$ cat config.mk
export PLATFORM = sky130hd
export DESIGN_NAME = multicycle_control_flat
export DESIGN_NICKNAME = d
export VERILOG_FILES = /design/src/rtl/multicycle_control_pkg.sv /design/src/rtl/multicycle_control_if.sv /design/src/rtl/multicycle_control_alu_op_decode.sv /design/src/rtl/multicycle_control.sv /design/src/flat_wrapper.sv
export SDC_FILE = /design/constraint.sdc
export NUM_CORES = 1
export LEC_CHECK = 0
export ABC_AREA = 1
export BUFFER_PORTS_ARGS = -buffer_cell sky130_fd_sc_hd__buf_2
export CAP_MARGIN = 25
export CORE_MARGIN = 10
export CORE_UTILIZATION = 45
export DETAILED_ROUTE_END_ITERATION = 12
export PLACE_DENSITY = 0.73
export RECOVER_POWER = 50
export SETUP_SLACK_MARGIN = 0.4
export SYNTH_ARGS = -nofsm -noshare
export SYNTH_HDL_FRONTEND = slang
export SYNTH_HIERARCHICAL = 1
export SYNTH_SLANG_ARGS = --single-unit
$ cat constraint.sdc
create_clock -name iCLK -period 2.9 [get_ports iCLK]
set_input_delay 0.29 -clock iCLK [delete_from_list [all_inputs] [get_ports iCLK]]
set_output_delay 0.29 -clock iCLK [all_outputs]
set_load 0.03 [all_outputs]
$ cat src/rtl/multicycle_control_pkg.sv
// Shared constants for the multicycle RV32IM control unit:
// ALU operation codes, major opcodes and FSM state encodings.
package multicycle_control_pkg;

    localparam logic [4:0] OPADD    = 5'd0;
    localparam logic [4:0] OPSUB    = 5'd1;
    localparam logic [4:0] OPSLL    = 5'd2;
    localparam logic [4:0] OPSLT    = 5'd3;
    localparam logic [4:0] OPSLTU   = 5'd4;
    localparam logic [4:0] OPXOR    = 5'd5;
    localparam logic [4:0] OPSRL    = 5'd6;
    localparam logic [4:0] OPSRA    = 5'd7;
    localparam logic [4:0] OPOR     = 5'd8;
    localparam logic [4:0] OPAND    = 5'd9;
    localparam logic [4:0] OPMUL    = 5'd10;
    localparam logic [4:0] OPMULH   = 5'd11;
    localparam logic [4:0] OPMULHSU = 5'd12;
    localparam logic [4:0] OPMULHU  = 5'd13;
    localparam logic [4:0] OPDIV    = 5'd14;
    localparam logic [4:0] OPDIVU   = 5'd15;
    localparam logic [4:0] OPREM    = 5'd16;
    localparam logic [4:0] OPREMU   = 5'd17;
    localparam logic [4:0] OPBEQ    = 5'd18;
    localparam logic [4:0] OPBNE    = 5'd19;
    localparam logic [4:0] OPGE     = 5'd20;
    localparam logic [4:0] OPGEU    = 5'd21;
    localparam logic [4:0] OPLUI    = 5'd22;

    localparam logic [6:0] OPC_RTYPE  = 7'b0110011;
    localparam logic [6:0] OPC_IMM    = 7'b0010011;
    localparam logic [6:0] OPC_LOAD   = 7'b0000011;
    localparam logic [6:0] OPC_STORE  = 7'b0100011;
    localparam logic [6:0] OPC_BRANCH = 7'b1100011;
    localparam logic [6:0] OPC_JAL    = 7'b1101111;
    localparam logic [6:0] OPC_JALR   = 7'b1100111;
    localparam logic [6:0] OPC_LUI    = 7'b0110111;

    typedef enum logic [3:0] {
        S_FETCH    = 4'd0,
        S_DECODE   = 4'd1,
        S_EXEC_R   = 4'd2,
        S_EXEC_I   = 4'd3,
        S_WB_ALU   = 4'd4,
        S_MEM_ADDR = 4'd5,
        S_MEM_RD   = 4'd6,
        S_WB_MEM   = 4'd7,
        S_MEM_WR   = 4'd8,
        S_BRANCH   = 4'd9,
        S_JAL      = 4'd10,
        S_JALR     = 4'd11,
        S_LUI      = 4'd12,
        S_ILLEGAL  = 4'd13
    } state_t;

    function automatic logic is_div_op(input logic [4:0] op);
        return op inside {OPDIV, OPDIVU, OPREM, OPREMU};
    endfunction

endpackage

$ cat src/rtl/multicycle_control_if.sv
// Control-unit <-> datapath bundle: the control unit is the
// master (drives ALU op and enables), the datapath the slave.
interface multicycle_control_if;

    logic [31:0] iInstr;
    logic        iZero;
    logic        iMemReady;
    logic [4:0]  oALUControl;
    logic [1:0]  oALUSrcA;
    logic [1:0]  oALUSrcB;
    logic        oIRWrite;
    logic        oPCWrite;
    logic        oPCSource;
    logic        oMemRead;
    logic        oMemWrite;
    logic        oIorD;
    logic        oRegWrite;
    logic [1:0]  oMemtoReg;
    logic        oIllegal;
    logic [3:0]  oState;

    modport master (
        input  iInstr, iZero, iMemReady,
        output oALUControl, oALUSrcA, oALUSrcB,
        output oIRWrite, oPCWrite, oPCSource,
        output oMemRead, oMemWrite, oIorD,
        output oRegWrite, oMemtoReg,
        output oIllegal, oState
    );

    modport slave (
        output iInstr, iZero, iMemReady,
        input  oALUControl, oALUSrcA, oALUSrcB,
        input  oIRWrite, oPCWrite, oPCSource,
        input  oMemRead, oMemWrite, oIorD,
        input  oRegWrite, oMemtoReg,
        input  oIllegal, oState
    );

endinterface

$ cat src/rtl/multicycle_control_alu_op_decode.sv
// Combinational opcode/funct3/funct7 -> 5-bit ALU operation code
// for R-type, I-type, branch and LUI instructions.
module multicycle_control_alu_op_decode
    import multicycle_control_pkg::*;
(
    input  logic [6:0] opcode,
    input  logic [2:0] funct3,
    input  logic [6:0] funct7,
    output logic [4:0] op
);

    logic is_r;
    logic is_i;
    logic is_br;
    logic is_lui;
    logic m_ext;
    logic alt;

    assign is_r   = opcode == OPC_RTYPE;
    assign is_i   = opcode == OPC_IMM;
    assign is_br  = opcode == OPC_BRANCH;
    assign is_lui = opcode == OPC_LUI;
    assign m_ext  = funct7 == 7'b0000001;
    assign alt    = funct7[5];

    function automatic logic [4:0] base_op(
        input logic [2:0] f3,
        input logic       sub,
        input logic       sra
    );
        logic [4:0] r;
        case (f3)
            3'b000: r = sub ? OPSUB : OPADD;
            3'b001: r = OPSLL;
            3'b010: r = OPSLT;
            3'b011: r = OPSLTU;
            3'b100: r = OPXOR;
            3'b101: r = sra ? OPSRA : OPSRL;
            3'b110: r = OPOR;
            3'b111: r = OPAND;
        endcase
        return r;
    endfunction

    function automatic logic [4:0] mul_op(input logic [2:0] f3);
        logic [4:0] r;
        case (f3)
            3'b000: r = OPMUL;
            3'b001: r = OPMULH;
            3'b010: r = OPMULHSU;
            3'b011: r = OPMULHU;
            3'b100: r = OPDIV;
            3'b101: r = OPDIVU;
            3'b110: r = OPREM;
            3'b111: r = OPREMU;
        endcase
        return r;
    endfunction

    function automatic logic [4:0] br_op(input logic [2:0] f3);
        logic [4:0] r;
        case (f3)
            3'b000:  r = OPBEQ;
            3'b001:  r = OPBNE;
            3'b100:  r = OPSLT;
            3'b101:  r = OPGE;
            3'b110:  r = OPSLTU;
            3'b111:  r = OPGEU;
            default: r = OPADD;
        endcase
        return r;
    endfunction

    // I-type never subtracts; funct7[5] only selects SRAI
    always_comb begin
        op = OPADD;
        unique case (1'b1)
            is_r && m_ext:  op = mul_op(funct3);
            is_r && !m_ext: op = base_op(funct3, alt, alt);
            is_i:           op = base_op(funct3, 1'b0, alt);
            is_br:          op = br_op(funct3);
            is_lui:         op = OPLUI;
            default:        op = OPADD;
        endcase
    end

endmodule

$ cat src/rtl/multicycle_control.sv
// Multicycle RV32IM control FSM: sequences fetch/decode/execute/
// memory/writeback and drives ALU op plus datapath enables.
module multicycle_control
    import multicycle_control_pkg::*;
#(
    parameter int DIV_LATENCY = 8,
    parameter int MEM_TIMEOUT = 0
) (
    input  logic                 iCLK,
    input  logic                 iRST_N,
    multicycle_control_if.master bus
);

    localparam logic [7:0]  DIV_LOAD = 8'(DIV_LATENCY - 1);
    localparam bit          TO_EN    = (MEM_TIMEOUT != 0);
    localparam logic [15:0] TO_LAST  = 16'(MEM_TIMEOUT - 1);

    state_t      state;
    state_t      state_n;
    logic        run;
    logic [7:0]  dcnt;
    logic [7:0]  dcnt_n;
    logic [15:0] wcnt;
    logic [15:0] wcnt_n;
    logic        timed_out;
    logic [4:0]  dec_op;
    logic [6:0]  opc;
    logic [2:0]  funct3;
    logic [6:0]  funct7;
    logic        unused_instr;

    assign opc          = bus.iInstr[6:0];
    assign funct3       = bus.iInstr[14:12];
    assign funct7       = bus.iInstr[31:25];
    assign unused_instr = ^{bus.iInstr[24:15], bus.iInstr[11:7]};

    multicycle_control_alu_op_decode u_dec (
        .opcode (opc),
        .funct3 (funct3),
        .funct7 (funct7),
        .op     (dec_op)
    );

    assign timed_out = TO_EN && (wcnt == TO_LAST);

    // run rises one edge after reset release; until then nothing is enabled
    always_ff @(posedge iCLK or negedge iRST_N) begin
        if (!iRST_N) begin
            run   <= 1'b0;
            state <= S_FETCH;
            dcnt  <= '0;
            wcnt  <= '0;
        end else begin
            run   <= 1'b1;
            state <= state_n;
            dcnt  <= dcnt_n;
            wcnt  <= wcnt_n;
        end
    end

    always_comb begin
        state_n         = state;
        dcnt_n          = dcnt;
        wcnt_n          = '0;
        bus.oALUControl = OPADD;
        bus.oALUSrcA    = 2'd0;
        bus.oALUSrcB    = 2'd0;
        bus.oIRWrite    = 1'b0;
        bus.oPCWrite    = 1'b0;
        bus.oPCSource   = 1'b0;
        bus.oMemRead    = 1'b0;
        bus.oMemWrite   = 1'b0;
        bus.oIorD       = 1'b0;
        bus.oRegWrite   = 1'b0;
        bus.oMemtoReg   = 2'd0;
        if (run) begin
            unique case (state)
                S_FETCH: begin
                    bus.oMemRead = 1'b1;
                    bus.oALUSrcB = 2'd1;
                    if (bus.iMemReady) begin
                        bus.oIRWrite = 1'b1;
                        bus.oPCWrite = 1'b1;
                        state_n      = S_DECODE;
                    end else if (timed_out) begin
                        state_n = S_ILLEGAL;
                    end else begin
                        wcnt_n = wcnt + 16'd1;
                    end
                end
                S_DECODE: begin
                    bus.oALUSrcA = 2'd2;
                    bus.oALUSrcB = 2'd2;
                    case (opc)
                        OPC_RTYPE: begin
                            state_n = S_EXEC_R;
                            dcnt_n  = DIV_LOAD;
                        end
                        OPC_IMM:    state_n = S_EXEC_I;
                        OPC_LOAD:   state_n = S_MEM_ADDR;
                        OPC_STORE:  state_n = S_MEM_ADDR;
                        OPC_BRANCH: state_n = S_BRANCH;
                        OPC_JAL:    state_n = S_JAL;
                        OPC_JALR:   state_n = S_JALR;
                        OPC_LUI:    state_n = S_LUI;
                        default:    state_n = S_ILLEGAL;
                    endcase
                end
                S_EXEC_R: begin
                    bus.oALUSrcA    = 2'd1;
                    bus.oALUControl = dec_op;
                    if (is_div_op(dec_op) && dcnt != 8'd0) begin
                        dcnt_n = dcnt - 8'd1;
                    end else begin
                        state_n = S_WB_ALU;
                    end
                end
                S_EXEC_I: begin
                    bus.oALUSrcA    = 2'd1;
                    bus.oALUSrcB    = 2'd2;
                    bus.oALUControl = dec_op;
                    state_n         = S_WB_ALU;
                end
                S_WB_ALU: begin
                    bus.oRegWrite = 1'b1;
                    state_n       = S_FETCH;
                end
                S_MEM_ADDR: begin
                    bus.oALUSrcA = 2'd1;
                    bus.oALUSrcB = 2'd2;
                    state_n = (opc == OPC_STORE) ? S_MEM_WR : S_MEM_RD;
                end
                S_MEM_RD: begin
                    bus.oMemRead = 1'b1;
                    bus.oIorD    = 1'b1;
                    if (bus.iMemReady) begin
                        state_n = S_WB_MEM;
                    end else if (timed_out) begin
                        state_n = S_ILLEGAL;
                    end else begin
                        wcnt_n = wcnt + 16'd1;
                    end
                end
                S_WB_MEM: begin
                    bus.oRegWrite = 1'b1;
                    bus.oMemtoReg = 2'd1;
                    state_n       = S_FETCH;
                end
                S_MEM_WR: begin
                    bus.oMemWrite = 1'b1;
                    bus.oIorD     = 1'b1;
                    if (bus.iMemReady) begin
                        state_n = S_FETCH;
                    end else if (timed_out) begin
                        state_n = S_ILLEGAL;
                    end else begin
                        wcnt_n = wcnt + 16'd1;
                    end
                end
                S_BRANCH: begin
                    bus.oALUSrcA    = 2'd1;
                    bus.oALUControl = dec_op;
                    if (funct3 inside {3'b010, 3'b011}) begin
                        state_n = S_ILLEGAL;
                    end else begin
                        bus.oPCWrite  = ~bus.iZero;
                        bus.oPCSource = 1'b1;
                        state_n       = S_FETCH;
                    end
                end
                S_JAL: begin
                    bus.oRegWrite = 1'b1;
                    bus.oMemtoReg = 2'd2;
                    bus.oPCWrite  = 1'b1;
                    bus.oPCSource = 1'b1;
                    state_n       = S_FETCH;
                end
                S_JALR: begin
                    bus.oALUSrcA  = 2'd1;
                    bus.oALUSrcB  = 2'd2;
                    bus.oPCWrite  = 1'b1;
                    bus.oRegWrite = 1'b1;
                    bus.oMemtoReg = 2'd2;
                    state_n       = S_FETCH;
                end
                S_LUI: begin
                    bus.oALUSrcB    = 2'd2;
                    bus.oALUControl = OPLUI;
                    state_n         = S_WB_ALU;
                end
                S_ILLEGAL: state_n = S_ILLEGAL;
                default:   state_n = S_ILLEGAL;
            endcase
        end
    end

    assign bus.oIllegal = (state == S_ILLEGAL);
    assign bus.oState   = state;

endmodule

$ cat src/flat_wrapper.sv
// flat-port wrapper written by rule: the top's interface ports become plain ports
module multicycle_control_flat import multicycle_control_pkg::*;
#(
    parameter int DIV_LATENCY = 8,
    parameter int MEM_TIMEOUT = 0
)
  (iCLK, iRST_N, bus_iInstr, bus_iZero, bus_iMemReady, bus_oALUControl, bus_oALUSrcA, bus_oALUSrcB, bus_oIRWrite, bus_oPCWrite, bus_oPCSource, bus_oMemRead, bus_oMemWrite, bus_oIorD, bus_oRegWrite, bus_oMemtoReg, bus_oIllegal, bus_oState);
  multicycle_control_if bus_i ();
  input  logic iCLK;
  input  logic iRST_N;
  input wire logic [$bits(bus_i.iInstr)-1:0] bus_iInstr;
  input wire logic [$bits(bus_i.iZero)-1:0] bus_iZero;
  input wire logic [$bits(bus_i.iMemReady)-1:0] bus_iMemReady;
  output wire logic [$bits(bus_i.oALUControl)-1:0] bus_oALUControl;
  output wire logic [$bits(bus_i.oALUSrcA)-1:0] bus_oALUSrcA;
  output wire logic [$bits(bus_i.oALUSrcB)-1:0] bus_oALUSrcB;
  output wire logic [$bits(bus_i.oIRWrite)-1:0] bus_oIRWrite;
  output wire logic [$bits(bus_i.oPCWrite)-1:0] bus_oPCWrite;
  output wire logic [$bits(bus_i.oPCSource)-1:0] bus_oPCSource;
  output wire logic [$bits(bus_i.oMemRead)-1:0] bus_oMemRead;
  output wire logic [$bits(bus_i.oMemWrite)-1:0] bus_oMemWrite;
  output wire logic [$bits(bus_i.oIorD)-1:0] bus_oIorD;
  output wire logic [$bits(bus_i.oRegWrite)-1:0] bus_oRegWrite;
  output wire logic [$bits(bus_i.oMemtoReg)-1:0] bus_oMemtoReg;
  output wire logic [$bits(bus_i.oIllegal)-1:0] bus_oIllegal;
  output wire logic [$bits(bus_i.oState)-1:0] bus_oState;
  assign bus_i.iInstr = bus_iInstr;
  assign bus_i.iZero = bus_iZero;
  assign bus_i.iMemReady = bus_iMemReady;
  assign bus_oALUControl = bus_i.oALUControl;
  assign bus_oALUSrcA = bus_i.oALUSrcA;
  assign bus_oALUSrcB = bus_i.oALUSrcB;
  assign bus_oIRWrite = bus_i.oIRWrite;
  assign bus_oPCWrite = bus_i.oPCWrite;
  assign bus_oPCSource = bus_i.oPCSource;
  assign bus_oMemRead = bus_i.oMemRead;
  assign bus_oMemWrite = bus_i.oMemWrite;
  assign bus_oIorD = bus_i.oIorD;
  assign bus_oRegWrite = bus_i.oRegWrite;
  assign bus_oMemtoReg = bus_i.oMemtoReg;
  assign bus_oIllegal = bus_i.oIllegal;
  assign bus_oState = bus_i.oState;
  multicycle_control #(.DIV_LATENCY(DIV_LATENCY), .MEM_TIMEOUT(MEM_TIMEOUT)) u_core (.iCLK(iCLK), .iRST_N(iRST_N), .bus(bus_i));
endmodule
== Word level (Yosys, flattened, before mapping) ==
Memories as Yosys holds them, arrays and structs flattened.
Index checks and enable logic that the tools add are counted.
W data, S select, Z words.

* Register bits after elaboration: 13
* Bits in latches: 0
* Memory bits (writable): 0
* Memory bits (read-only): 40
* Input bits: 36
* Output and inout bits: 23
* Word-level logic and storage cells: 108
* Memories kept: 1

{| class="wikitable"
|+ Memory list
! name !! words !! bits a word !! rd ports !! clocked after memory_dff !! write ports !! RTL line !! text
|-
| (no name shown) || 8 || 5 || 1 || 0 || 0 || multicycle_control_alu_op_decode.sv:47 || <nowiki>case (f3)</nowiki>
|}

* Add/subtract/negate cells: 1
* $mul: 0
* Div/mod/pow operators: 0
* $lt $le $gt $ge: 0
* Equality and inequality tests: 39
* Shifts and indexed selects: 0
* Multiplexer cells: 42
* Bitwise operators: 1
* Reduce and logical (&&, ||, !) cells: 21

{| class="wikitable"
|+ Operator list
! cell !! number
|-
| $pmux W5 S8 || 2
|-
| $pmux W4 S9 || 1
|-
| $pmux W5 S6 || 1
|-
| $pmux W4 S7 || 1
|-
| $pmux W5 S5 || 1
|-
| $eq A4 B4 Y1 const B || 6
|-
| $mux W4 || 6
|-
| $eq A7 B6 Y1 const B || 3
|-
| $eq A7 B7 Y1 const B || 3
|-
| $mux W1 || 17
|-
| $eq A4 B3 Y1 const B || 4
|-
| $mux W8 || 2
|-
| $pmux W8 S2 || 1
|-
| $eq A3 B3 Y1 const B || 4
|-
| $pmux W2 S2 || 3
|-
| $eq A5 B4 Y1 const B || 2
|-
| $eq A5 B5 Y1 const B || 2
|-
| $ne A2 B2 Y1 const B || 5
|-
| $pmux W5 S2 || 1
|-
| $reduce_or A2 Y1 || 5
|-
| $reduce_or A5 Y1 || 2
|-
| $eq A4 B2 Y1 const B || 2
|-
| $reduce_bool A8 Y1 || 1
|-
| $sub A8 B1 Y8 const B || 1
|-
| other kinds (22) || 28
|}

== Logic depth before layout (Yosys ltp) ==
* Depth after elaboration: 9
* Mapped depth: 16
* Depth with buffers taken out: 16

== Modules after synthesis ==
Netlist, hierarchy kept.

{| class="wikitable"
|+ By module, submodules not included
! module !! instances !! cells an instance !! area an instance (um2) !! sequential area each (um2)
|-
| multicycle_control || 1 || 215 || 1,330.0 || 325.3
|-
| multicycle_control_alu_op_decode || 1 || 81 || 379.1 || 0.0
|}

== Worst setup path after synthesis ==
Ideal clock, no wire load.

* Path kind: flip-flop to output port
* Start: register u_core.state[1] (netlist: u_core/bus.oState[1])
* End: output port bus_oPCSource
* Arrival: 2.411 ns
* Required time: 2.610 ns
* Slack: 0.199 ns
* Stages on the path, launching flop included: 5
* Path buffers: 0
* Cells stage by stage: dfrtp_1 > inv_2 > nor2_1 > nor2_1 > a2111oi_0

* Word-level cells in the longest chain between the ends: 3
* Elaborated cells between the ends (all ways): 4
* Those cells by class: eq/ne: 2; mux: 2

{| class="wikitable"
|+ Ends and longest elaborated chain
! element !! RTL line !! text
|-
| start: declaration || multicycle_control.sv:18 || <nowiki>state_t state;</nowiki>
|-
| start signal: assignment || multicycle_control.sv:55 || <nowiki>state <= state_n;</nowiki>
|-
| $eq A4 B4 Y1 || multicycle_control.sv:77 || <nowiki>unique case (state)</nowiki>
|-
| $pmux W1 S2 (*) || multicycle_control.sv:77 ||
|-
| $mux W1 (*) || multicycle_control.sv:76 || <nowiki>if (run) begin</nowiki>
|-
| end: declaration || flat_wrapper.sv:19 || <nowiki>output wire logic [$bits(bus_i.oPCSource)-1:0] bus_oPCSource;</nowiki>
|}

Every way passes the cells marked *; elsewhere a longest branch is shown, timed or not.

== Worst setup path in the final report ==
* Start: register u_core.state[1] (netlist: u_core/bus.oState[1])
* End: output port bus_oALUControl[1]

* Word-level cells in the longest chain between the ends: 4
* Elaborated cells between the ends (all ways): 7
* Those cells by class: eq/ne: 4; mux: 2; reduce/logical: 1

{| class="wikitable"
|+ Ends and longest elaborated chain
! element !! RTL line !! text
|-
| $eq A4 B2 Y1 / $eq A4 B4 Y1 (equally long branches) || multicycle_control.sv:77 ||
|-
| $reduce_or A3 Y1 (no line) || -- ||
|-
| $pmux W5 S2 (*) || multicycle_control.sv:77 ||
|-
| $mux W5 (*) || multicycle_control.sv:76 ||
|-
| end: declaration || flat_wrapper.sv:14 || <nowiki>output wire logic [$bits(bus_i.oALUControl)-1:0] bus_oALUControl;</nowiki>
|}

Marked as above.

==> results.yml <==
clock_network:
  post-cts-setup-buffers: 0
  numCtsBuffers: 3
  post_cts_resized: 0
  cts_hold_buf: 1
  root_buffer: "clkbuf_8"
  clock-sinks: 13
  cts_buffer_depth: 2
  cts_tree: "done"
  cts.clk_slew.worst_paths_ns: 0.06
  htreeDepth: 1
  clk_latency_ns: 0.25
synth:
  seq_area_frac_synth_pct: 19.0
  synthXorXnorAreaFrac_pct: 3.07
  synth-compound-area-share_pct: 8.64
  synth.top_cell.area_share_pct: 19.0
  synth_warnings: 6
  ys_ff_latch: 13
  syn_area_um2: 1710
  synth_flop_cell: "dfrtp_1"
  ys_top_cells_by_area: "dfrtp_1, nand2_1, nor2_1"
  yosysTopAreaCell: "dfrtp_1"
  yosysUniqueCellTypes: 32
  avgSynthCellArea_um2: 5.77
  synth_fa_ha_area_share_pct: 1.46
  syn_nets: 334
  yosys.area_share.simple_pct: 56.0
  synth_top_family_by_area: "simple AND/OR/NAND/NOR gates"
  synthCells: 296
  synth_mux_area_share_pct: 0
  synth-edff-count: 0
  synthArstFlopShare_pct: 100
timing:
  worstMarginPinSlew_ns: 0.742
  fmax_mhz: 465
  post-route-min-period_ns: 2.15
  report.final.setup_viol: 0
  slew_headroom_pct: 50.5
  fin_skew_ns: 0.00229
  finalHoldViolCount: 0
  grt_setup_unrepaired: "no"
  finalSetupTns_ns: 0
  layout_worst_path_cycle_share_pct: 74.2
  drv_slew: 0
setup_path:
  critPathLaunchType: "flip-flop"
  arrival_ns: 1.86
  path_max_fanout: 6
  crit_type: "flip-flop to primary output"
  end_kind: "primary output"
  cp_data_required_time_ns: 2.61
power:
  power.total_mw: 1.30
  p_per_area_nw_per_um2: 644
  power_leakage_nw: 1.13
  irDropWorstVdd_mv: 0.480
floorplan:
  initial_core_util_pct: 46.7
  die_y_um: 81.6
  core_area_um2: 3660
  io-pin-count: 59
  die-area_um2: 6660
  die_width_um: 81.6
  rows: 22
grt:
  grt_pass1_wl_mm: 7.61
  grt_pass1_vias: 1758
  grt_overflow: 0
  grt_usage_pct: 13.7
  antenna_found_initial: 0
  grt_max_degree: 15
place:
  io_buffers: 43
  finalWeightedCongestion: 0.848
  dp_hpwl_mm: 3.75
min_path:
  min_path_type: "flip-flop to flip-flop"
detailed_routing:
  vias_per_cell: 4.98
  drc: 0
  dr.first_iter.drc_count: 121
  wl_per_cell_um: 11.5
  firstDrtPassIters: 5
  route.vias.total: 1946
  ant_nets: 0
  wl_mm: 4.52
final_layout:
  fin_nets: 382
  syn2layout_area_growth_pct: 18.3
  multi_input_area_um2: 1190
  drive_gt1_share_pct: 19.8
  diodes: 0
  mostFrequentLayoutCell: "nand2_1"
  seqCellArea_um2: 325
  most-common-layout-cells: "nand2_1, nor2_1, inv_1"
  fillers: 388
run_status:
  run_status: "complete, no violations"
job:
  cap_violations: 0
[synth_stat cells (3+ instances only)]
library cell  instances
nand3_1              26
nand3_2               3
inv_1                42
nor2_1               43
nor3_1                5
nand2_2               5
dfrtp_1              13
nand2_4               3
o21ai_1               4
a21oi_1              11
o21ai_0               7
inv_2                 8
nor2_2                6
xor2_1                5
nand2_1              85
nand4_1               9
[metrics by stage]
step                      cell area (µm²)  util, %  worst slack, ns  hold WS, ns  std cells
after floorplan                      1710        -            0.594     -0.00559        296
after detailed placement             1980     54.1            0.780        0.200        386
after CTS                            2040     55.6            0.755        0.471        391
final                                2020     55.2            0.750        0.513        391
after global routing                 2020     55.2            0.600        0.550        391
after global placement               1980     54.1            0.814        0.198        386
[cell type report]
| cell class | instances | area share [%] |
|---|---|---|
| clock buffer | 4 | 2.23 |
| timing repair buffer | 44 | 10.4 |
| inverter | 51 | 9.59 |
| sequential | 13 | 16.1 |
| multi-input combinational | 231 | 58.7 |
| tap | 48 | 2.97 |
[sequential cells by signal (all words and copies together), names as in the netlist]
| register | count |
|---|---|
| u_core/bus.oState | 4 |
| u_core/run | 1 |
| u_core/dcnt | 8 |
[worst paths after layout]
kind | to | cells after the start | slack, ns | startpoint
worst max-delay path | bus_oALUControl[1] | 6 | 0.75 | u_core/bus.oState[1]
worst min-delay path | u_core/dcnt[7] | 2 | 0.51 | u_core/dcnt[7]
worst max register to register | u_core/bus.oState[0] | 8 | 1.20 | u_core/dcnt[0]
worst min register to register | u_core/dcnt[7] | 2 | 0.51 | u_core/dcnt[7]
max in group asynchronous | u_core/bus.oState[0] | 2 | 1.81 | iRST_N
min in group asynchronous | u_core/dcnt[5] | 2 | 0.62 | iRST_N
[cell families (layout without fill, tap and decap cells)]
family	count (synthesis)	count (layout)
xor+xnor	6	6
fa+ha+maj	2	2
compound gates	27	27
other cells	1	1
buf+inv	52	99
simple gates	195	195
flops	13	13
[per-layer routing]
| layer | vias up | GRT usage (%) | wire, µm |
|---|---|---|---|
| met5 | - | 0 | 0 |
| met4 | 0 | 2.21 | 26 |
| met1 | 844 | 17.1 | 1980 |
| met3 | 6 | 3.49 | 319 |
| met2 | 68 | 23.7 | 2190 |
| li1 | 1028 | - | - |
[worst max-delay path, cell delays in order, from the launching register on]
cell and delay, ns:
dfrtp_1 0.45, inv_2 0.13, nand2_4 0.10, nor2_1 0.28, o21ai_1 0.20, o21ai_0 0.22
buf_2 0.23
[where the power goes]
part | switching (mW) | total (mW) | internal (mW)
logic | 0.614 | 0.864 | 0.250
clock network | 0.0700 | 0.167 | 0.0972
registers | 0.0560 | 0.272 | 0.216
Power figures use the tool's default switching activity.
